## config.mk

```make
export PLATFORM = sky130hd
export DESIGN_NAME = alu_sched_flat
export DESIGN_NICKNAME = d
export VERILOG_FILES = /design/src/rtl/alu_sched_pkg.sv /design/src/rtl/alu_sched_if.sv /design/src/rtl/alu_sched_rr_arbiter.sv /design/src/rtl/alu_sched.sv /design/src/flat_wrapper.sv
export SDC_FILE = /design/constraint.sdc
export NUM_CORES = 1
export LEC_CHECK = 0
export ABC_AREA = 1
export BUFFER_PORTS_ARGS = -buffer_cell sky130_fd_sc_hd__buf_2
export CAP_MARGIN = 20
export CORE_ASPECT_RATIO = 0.7
export CORE_MARGIN = 4
export CORE_UTILIZATION = 46
export DETAILED_ROUTE_END_ITERATION = 6
export PLACE_DENSITY = 0.89
export SYNTH_ARGS = -nofsm -noshare
export SYNTH_HDL_FRONTEND = slang
export SYNTH_SLANG_ARGS = --single-unit
export TNS_END_PERCENT = 100
```

## constraint.sdc

```tcl
create_clock -name clk -period 4.4 [get_ports clk]
set_clock_uncertainty 0.2 [all_clocks]
set_input_delay 0.88 -clock clk [delete_from_list [all_inputs] [get_ports clk]]
set_output_delay 0.88 -clock clk [all_outputs]
set_load 0.05 [all_outputs]
```

## src/rtl/alu_sched_pkg.sv

```systemverilog
// Shared types and constants for the alu_sched block: FSM states, ALU mode bits and select codes.
package alu_sched_pkg;

   localparam int DATA_W = 16;
   localparam int SEL_W  = 4;

   localparam logic MODE_ARITH = 1'b0;
   localparam logic MODE_LOGIC = 1'b1;

   // Arithmetic and logic codes overlap; the mode bit tells them apart
   localparam logic [SEL_W-1:0] SEL_ADD = 4'b1001;
   localparam logic [SEL_W-1:0] SEL_SUB = 4'b0110;
   localparam logic [SEL_W-1:0] SEL_XOR = 4'b0110;
   localparam logic [SEL_W-1:0] SEL_AND = 4'b1011;
   localparam logic [SEL_W-1:0] SEL_OR  = 4'b1110;

   typedef enum logic [1:0] {
      IDLE = 2'd0,
      EXEC = 2'd1,
      RESP = 2'd2
   } state_e;

endpackage

```

## src/rtl/alu_sched_if.sv

```systemverilog
// Bundles the requester, ALU-drive and response signals of alu_sched; slave is the scheduler side.
interface alu_sched_if #(
   parameter int NUM_REQ = 4,
   parameter int ID_W    = 2
);
   import alu_sched_pkg::*;

   logic [NUM_REQ-1:0]        req_valid;
   logic [NUM_REQ-1:0]        req_ready;
   logic [DATA_W*NUM_REQ-1:0] req_a;
   logic [DATA_W*NUM_REQ-1:0] req_b;
   logic [SEL_W*NUM_REQ-1:0]  req_select;
   logic [NUM_REQ-1:0]        req_mode;
   logic [NUM_REQ-1:0]        req_carry;
   logic [NUM_REQ-1:0]        req_use_flag;

   logic [DATA_W-1:0]         alu_in_a;
   logic [DATA_W-1:0]         alu_in_b;
   logic [SEL_W-1:0]          alu_select;
   logic                      alu_mode;
   logic                      alu_carry_in;
   logic [DATA_W-1:0]         alu_out;
   logic                      alu_carry_out;
   logic                      alu_compare;

   logic                      rsp_valid;
   logic                      rsp_ready;
   logic [ID_W-1:0]           rsp_id;
   logic [DATA_W-1:0]         rsp_data;
   logic                      rsp_carry;
   logic                      rsp_compare;

   modport slave (
      input  req_valid, req_a, req_b, req_select, req_mode, req_carry, req_use_flag,
      input  alu_out, alu_carry_out, alu_compare, rsp_ready,
      output req_ready, alu_in_a, alu_in_b, alu_select, alu_mode, alu_carry_in,
      output rsp_valid, rsp_id, rsp_data, rsp_carry, rsp_compare
   );

   modport master (
      output req_valid, req_a, req_b, req_select, req_mode, req_carry, req_use_flag,
      output alu_out, alu_carry_out, alu_compare, rsp_ready,
      input  req_ready, alu_in_a, alu_in_b, alu_select, alu_mode, alu_carry_in,
      input  rsp_valid, rsp_id, rsp_data, rsp_carry, rsp_compare
   );

endinterface

```

## src/rtl/alu_sched_rr_arbiter.sv

```systemverilog
// Combinational round-robin arbiter: picks the first request strictly after i_ptr, wrapping to 0.
module rr_arbiter #(
   parameter int NUM_REQ = 4,
   parameter int ID_W    = 2
) (
   input  logic [NUM_REQ-1:0] i_req,
   input  logic [ID_W-1:0]    i_ptr,
   output logic [NUM_REQ-1:0] o_grant,
   output logic [ID_W-1:0]    o_idx,
   output logic               o_any
);

   // Two ordered sweeps: indices above the pointer first, then the wrapped-around ones
   always_comb begin
      o_grant = '0;
      o_idx   = '0;
      o_any   = 1'b0;
      for (int c = 0; c < NUM_REQ; c++) begin
         if (!o_any && (c > int'(i_ptr)) && i_req[c]) begin
            o_any      = 1'b1;
            o_grant[c] = 1'b1;
            o_idx      = ID_W'(c);
         end
      end
      for (int c = 0; c < NUM_REQ; c++) begin
         if (!o_any && (c <= int'(i_ptr)) && i_req[c]) begin
            o_any      = 1'b1;
            o_grant[c] = 1'b1;
            o_idx      = ID_W'(c);
         end
      end
   end

endmodule

```

## src/rtl/alu_sched.sv

```systemverilog
// Shares one combinational ALU among NUM_REQ requesters, one operation in flight (IDLE/EXEC/RESP).
// Optional per-requester carry chaining is enabled by defining ALU_SCHED_CARRY_CHAIN_EN.
module alu_sched
   import alu_sched_pkg::*;
#(
   parameter int NUM_REQ = 4,
   parameter int ID_W    = 2
) (
   input logic       clk,
   input logic       rst_n,
   alu_sched_if.slave bus
);

   state_e              r_state;
   state_e              w_nextState;
   logic [ID_W-1:0]     r_ptr;
   logic [ID_W-1:0]     r_id;
   logic [NUM_REQ-1:0]  w_grant;
   logic [ID_W-1:0]     w_grantIdx;
   logic                w_grantAny;
   logic                w_accept;
   logic                w_carrySel;
   logic [NUM_REQ-1:0]  w_reqReady;
   logic                w_rspValid;

   logic [DATA_W-1:0]   r_aluA;
   logic [DATA_W-1:0]   r_aluB;
   logic [SEL_W-1:0]    r_aluSel;
   logic                r_aluMode;
   logic                r_aluCarry;

   logic [ID_W-1:0]     r_rspId;
   logic [DATA_W-1:0]   r_rspData;
   logic                r_rspCarry;
   logic                r_rspCompare;

   rr_arbiter #(.NUM_REQ(NUM_REQ), .ID_W(ID_W)) u_arb (
      .i_req   (bus.req_valid),
      .i_ptr   (r_ptr),
      .o_grant (w_grant),
      .o_idx   (w_grantIdx),
      .o_any   (w_grantAny)
   );

   assign w_accept = (r_state == IDLE) && w_grantAny;

`ifdef ALU_SCHED_CARRY_CHAIN_EN
   logic [NUM_REQ-1:0] r_flag;

   assign w_carrySel = bus.req_use_flag[w_grantIdx] ? r_flag[w_grantIdx]
                                                    : bus.req_carry[w_grantIdx];

   // Only arithmetic results feed the chain; logic ops leave the saved carry untouched
   always_ff @(posedge clk) begin
      if (!rst_n) begin
         r_flag <= '0;
      end else if ((r_state == EXEC) && (r_aluMode == MODE_ARITH)) begin
         r_flag[r_id] <= bus.alu_carry_out;
      end
   end
`else
   logic w_unusedUseFlag;
   assign w_unusedUseFlag = ^bus.req_use_flag;
   assign w_carrySel      = bus.req_carry[w_grantIdx];
`endif

   always_ff @(posedge clk) begin
      if (!rst_n) begin
         r_state <= IDLE;
      end else begin
         r_state <= w_nextState;
      end
   end

   always_comb begin
      w_nextState = r_state;
      case (r_state)
         IDLE:    if (w_accept) w_nextState = EXEC;
         EXEC:    w_nextState = RESP;
         RESP:    if (bus.rsp_ready) w_nextState = IDLE;
         default: w_nextState = IDLE;
      endcase
   end

   // Ready is masked during reset so nothing appears accepted while the block is held
   always_comb begin
      w_reqReady = '0;
      w_rspValid = 1'b0;
      case (r_state)
         IDLE:    w_reqReady = rst_n ? w_grant : '0;
         RESP:    w_rspValid = 1'b1;
         default: ;
      endcase
   end

   // ALU-drive registers double as the operand latch, so the ALU inputs stay quiet outside EXEC
   always_ff @(posedge clk) begin
      if (!rst_n) begin
         r_ptr        <= ID_W'(NUM_REQ - 1);
         r_id         <= '0;
         r_aluA       <= '0;
         r_aluB       <= '0;
         r_aluSel     <= '0;
         r_aluMode    <= 1'b0;
         r_aluCarry   <= 1'b0;
         r_rspId      <= '0;
         r_rspData    <= '0;
         r_rspCarry   <= 1'b0;
         r_rspCompare <= 1'b0;
      end else begin
         if (w_accept) begin
            r_ptr      <= w_grantIdx;
            r_id       <= w_grantIdx;
            r_aluA     <= bus.req_a[DATA_W*w_grantIdx +: DATA_W];
            r_aluB     <= bus.req_b[DATA_W*w_grantIdx +: DATA_W];
            r_aluSel   <= bus.req_select[SEL_W*w_grantIdx +: SEL_W];
            r_aluMode  <= bus.req_mode[w_grantIdx];
            r_aluCarry <= w_carrySel;
         end
         if (r_state == EXEC) begin
            r_rspId      <= r_id;
            r_rspData    <= bus.alu_out;
            r_rspCarry   <= bus.alu_carry_out;
            r_rspCompare <= bus.alu_compare;
         end
      end
   end

   assign bus.req_ready    = w_reqReady;
   assign bus.alu_in_a     = r_aluA;
   assign bus.alu_in_b     = r_aluB;
   assign bus.alu_select   = r_aluSel;
   assign bus.alu_mode     = r_aluMode;
   assign bus.alu_carry_in = r_aluCarry;
   assign bus.rsp_valid    = w_rspValid;
   assign bus.rsp_id       = r_rspId;
   assign bus.rsp_data     = r_rspData;
   assign bus.rsp_carry    = r_rspCarry;
   assign bus.rsp_compare  = r_rspCompare;

endmodule

```

## src/flat_wrapper.sv

```systemverilog
// flat-port wrapper written by rule: the top's interface ports become plain ports
module alu_sched_flat import alu_sched_pkg::*;
#(
   parameter int NUM_REQ = 4,
   parameter int ID_W    = 2
)
  (clk, rst_n, bus_req_valid, bus_req_a, bus_req_b, bus_req_select, bus_req_mode, bus_req_carry, bus_req_use_flag, bus_alu_out, bus_alu_carry_out, bus_alu_compare, bus_rsp_ready, bus_req_ready, bus_alu_in_a, bus_alu_in_b, bus_alu_select, bus_alu_mode, bus_alu_carry_in, bus_rsp_valid, bus_rsp_id, bus_rsp_data, bus_rsp_carry, bus_rsp_compare);
  alu_sched_if #(.NUM_REQ(NUM_REQ), .ID_W(ID_W)) bus_i ();
  input logic clk;
  input logic rst_n;
  input wire logic [$bits(bus_i.req_valid)-1:0] bus_req_valid;
  input wire logic [$bits(bus_i.req_a)-1:0] bus_req_a;
  input wire logic [$bits(bus_i.req_b)-1:0] bus_req_b;
  input wire logic [$bits(bus_i.req_select)-1:0] bus_req_select;
  input wire logic [$bits(bus_i.req_mode)-1:0] bus_req_mode;
  input wire logic [$bits(bus_i.req_carry)-1:0] bus_req_carry;
  input wire logic [$bits(bus_i.req_use_flag)-1:0] bus_req_use_flag;
  input wire logic [$bits(bus_i.alu_out)-1:0] bus_alu_out;
  input wire logic [$bits(bus_i.alu_carry_out)-1:0] bus_alu_carry_out;
  input wire logic [$bits(bus_i.alu_compare)-1:0] bus_alu_compare;
  input wire logic [$bits(bus_i.rsp_ready)-1:0] bus_rsp_ready;
  output wire logic [$bits(bus_i.req_ready)-1:0] bus_req_ready;
  output wire logic [$bits(bus_i.alu_in_a)-1:0] bus_alu_in_a;
  output wire logic [$bits(bus_i.alu_in_b)-1:0] bus_alu_in_b;
  output wire logic [$bits(bus_i.alu_select)-1:0] bus_alu_select;
  output wire logic [$bits(bus_i.alu_mode)-1:0] bus_alu_mode;
  output wire logic [$bits(bus_i.alu_carry_in)-1:0] bus_alu_carry_in;
  output wire logic [$bits(bus_i.rsp_valid)-1:0] bus_rsp_valid;
  output wire logic [$bits(bus_i.rsp_id)-1:0] bus_rsp_id;
  output wire logic [$bits(bus_i.rsp_data)-1:0] bus_rsp_data;
  output wire logic [$bits(bus_i.rsp_carry)-1:0] bus_rsp_carry;
  output wire logic [$bits(bus_i.rsp_compare)-1:0] bus_rsp_compare;
  assign bus_i.req_valid = bus_req_valid;
  assign bus_i.req_a = bus_req_a;
  assign bus_i.req_b = bus_req_b;
  assign bus_i.req_select = bus_req_select;
  assign bus_i.req_mode = bus_req_mode;
  assign bus_i.req_carry = bus_req_carry;
  assign bus_i.req_use_flag = bus_req_use_flag;
  assign bus_i.alu_out = bus_alu_out;
  assign bus_i.alu_carry_out = bus_alu_carry_out;
  assign bus_i.alu_compare = bus_alu_compare;
  assign bus_i.rsp_ready = bus_rsp_ready;
  assign bus_req_ready = bus_i.req_ready;
  assign bus_alu_in_a = bus_i.alu_in_a;
  assign bus_alu_in_b = bus_i.alu_in_b;
  assign bus_alu_select = bus_i.alu_select;
  assign bus_alu_mode = bus_i.alu_mode;
  assign bus_alu_carry_in = bus_i.alu_carry_in;
  assign bus_rsp_valid = bus_i.rsp_valid;
  assign bus_rsp_id = bus_i.rsp_id;
  assign bus_rsp_data = bus_i.rsp_data;
  assign bus_rsp_carry = bus_i.rsp_carry;
  assign bus_rsp_compare = bus_i.rsp_compare;
  alu_sched #(.NUM_REQ(NUM_REQ), .ID_W(ID_W)) u_core (.clk(clk), .rst_n(rst_n), .bus(bus_i));
endmodule
```

==> flow_summary.json <==
{
  "outcome": "finished, final reports clean",
  "fin_tns_setup_ps": 0,
  "ys_types": 22,
  "syn_inst": 579,
  "diodes": 0,
  "drive_gt1_frac": 0.342,
  "min_delay_path_depth": 2,
  "antenna_left": 0,
  "max-vdd-ir-drop_uv": 339,
  "rsz0062_at_grt": "no",
  "fillCellCount": 653,
  "p_leak_nw": 2.79,
  "r2r-start": "u_core.r_ptr[1]",
  "final_util": 0.684,
  "finalHoldViolCount": 0,
  "drc": 0,
  "synthTopCellsByArea": "dfxtp_1 (35%), nand3_1 (22%), nand2_1 (13%)",
  "max_slew_margin": 0.427,
  "cap_violations": 0,
  "r2r-end": "u_core.bus.alu_in_b[13]",
  "dp_hpwl_um": 9650,
  "synth-edff-count": 0,
  "synth-main-ff-cell": "dfxtp_1",
  "fin_nets": 968,
  "holdPathEnd": "u_core.r_id[1]",
  "cts_buffer_depth": 2,
  "tightest_slew_ps": 859,
  "path_cells": "buf_2 > nand2_1 > nand3_2 > nor2_4 > nand4_4 > nand3_1 > buf_4 > nand3_1 > nand2_1 > a21oi_1",
  "cts_num_sinks": 64,
  "postCtsHoldBufs": 0,
  "port_buffers": 239,
  "ys_seq_elements": 64,
  "r2r_setup_slack_ps": 1340,
  "dp.cells": 873,
  "finalNonFillerCells": 890,
  "synth_nets": 760,
  "gp_congestion": 0.897,
  "num_vias": 4807,
  "yosysSeqAreaShare": 0.353,
  "cts_tree": "done",
  "worst_path_max_delay_cell": "nand3_1",
  "grt_max_degree": 66,
  "post_cts_buffers": 0,
  "htree_levels": 3,
  "rows": 26,
  "reg2reg_depth": 10,
  "synth_most_common_cell": "nand3_1",
  "synth_area_mm2": 0.00363,
  "setup_viol": 0,
  "drtIter0Drc": 501,
  "io_pins": 244,
  "start_util": 0.485,
  "clk_pin_slew_ps": 60,
  "drv_slew": 0,
  "period_needed_ps": 3240,
  "groute.usage.overall": 0.262,
  "synth_common_cells": "nand3_1 (157), nand2_1 (130), a21oi_1 (76)",
  "timing.final.crit_share": 0.736,
  "numCtsBuffers": 9,
  "critPathMaxStageDelay_ps": 730,
  "worst-path-max-fanout": 38,
  "grt_pass1_wl_um": 20000,
  "antenna_found_initial": 0,
  "cts_root_buffer": "clkbuf_16",
  "die_height_um": 82.3,
  "min_from": "u_core.r_id[1]",
  "clk_latency_ps": 320,
  "wirelength_um": 13200,
  "fmax_mhz": 309,
  "yosysTopAreaCell": "dfxtp_1",
  "hold_path_class": "reg2reg",
  "core_area_mm2": 0.00748,
  "synth_top_area_frac": 0.353,
  "die_w_um": 114,
  "end_kind": "flip-flop",
  "syn_to_final_growth_pct": 41.2,
  "synthArstFlopShare": 0,
  "regArea_mm2": 0.00128,
  "crit_required_ps": 4380,
  "ctsResizeCount": 0,
  "dieArea_mm2": 0.00939,
  "grt_pass1_vias": 4339,
  "wl_per_cell_um": 14.8,
  "arrival_ps": 3220,
  "synth.avg_cell_area_um2": 6.26,
  "overflow": 0,
  "vias_per_cell": 5.40,
  "multi_input_area_mm2": 0.00207,
  "yosysWarnings": 0,
  "cp-start-kind": "input port",
  "path_class": "in2reg",
  "power-per-cell-area_mw_per_mm2": 660,
  "drtPass1Iterations": 5
}
==> worst max-delay path, delay by kind of cell <==
kind	cells	cell delay [ps]
AND/OR/NAND/NOR	7	1830
AO/OA/AOI/OAI	1	50
buffers and inverters	2	450
==> placed cells by master (no fill, tap or decap), drive strengths merged, types with 2 or more instances in the layout <==
cell    netlist  layout
clkbuf       29       9
o21ai        26      26
inv          15      16
nor2         53      53
clkinv        0       3
buf          21     247
a21oi        76      76
nor3          2       2
nand4         3       3
nand3       158     158
bufinv        0       2
dfxtp        64      64
nand2       130     130
==> worst max path at each step <==
stage	startpoint	end
6_report	bus_req_valid[2]	u_core.bus.alu_in_b[13]
5_1_grt	bus_req_valid[3]	u_core.bus.alu_in_b[13]
4_1_cts	bus_req_valid[3]	u_core.bus.alu_in_b[13]
3_5_place_dp	bus_req_valid[3]	u_core.bus.alu_in_b[13]
3_3_place_gp	bus_req_valid[2]	u_core.bus.alu_in_b[13]
2_1_floorplan	rst_n	bus_req_ready[0]
==> routing by layer <==
layer  vias up  global-route usage  share of wire
met5         -                   0              0
met4         0              0.0747          0.020
met3        28              0.0648          0.085
met2       234               0.492           0.51
met1      2169               0.299           0.38
li1       2376                   -              -
==> registers in the layout (all words and copies together) (netlist names) <==
name,count
u_core.bus.alu_in_a,16
u_core.bus.alu_in_b,16
u_core.bus.rsp_data,16
u_core.bus.alu_select,4
u_core.bus.rsp_id,2
u_core.r_id,2
u_core.r_ptr,2
u_core.r_state,2
u_core.bus.alu_carry_in,1
u_core.bus.alu_mode,1
u_core.bus.rsp_carry,1
u_core.bus.rsp_compare,1
==> power by group <==
part | total (mW) | switching (mW) | internal (mW)
Clock | 0.757 | 0.261 | 0.496
Sequential | 0.844 | 0.0908 | 0.753
Combinational | 1.78 | 1.31 | 0.473
==> cell families after synthesis <==
family / synth area share
simple gates: 0.421
compound gates: 0.145
buf+inv: 0.0804
flops: 0.353
==> layout make-up <==
cell class,count,area share
multi-input combinational,450,0.405
inverter,15,0.0110
clock inverter,7,0.0186
sequential,64,0.250
timing repair buffer,247,0.248
clock buffer,9,0.0440
tap,98,0.0239
==> metrics by stage <==
stage               setup slack (ps)  hold slack [ps]  cell area [um^2]  power, mW
CTS                             1210              296              5110       3.38
finish                          1160              294              5120       3.38
detailed placement               880              272              4790       2.62
floorplan                       1010              245              3630       2.19
global placement                 955              259              4790       2.57
global route                     968              312              5120       3.58
No activity file was read; power rests on OpenSTA's default activity.
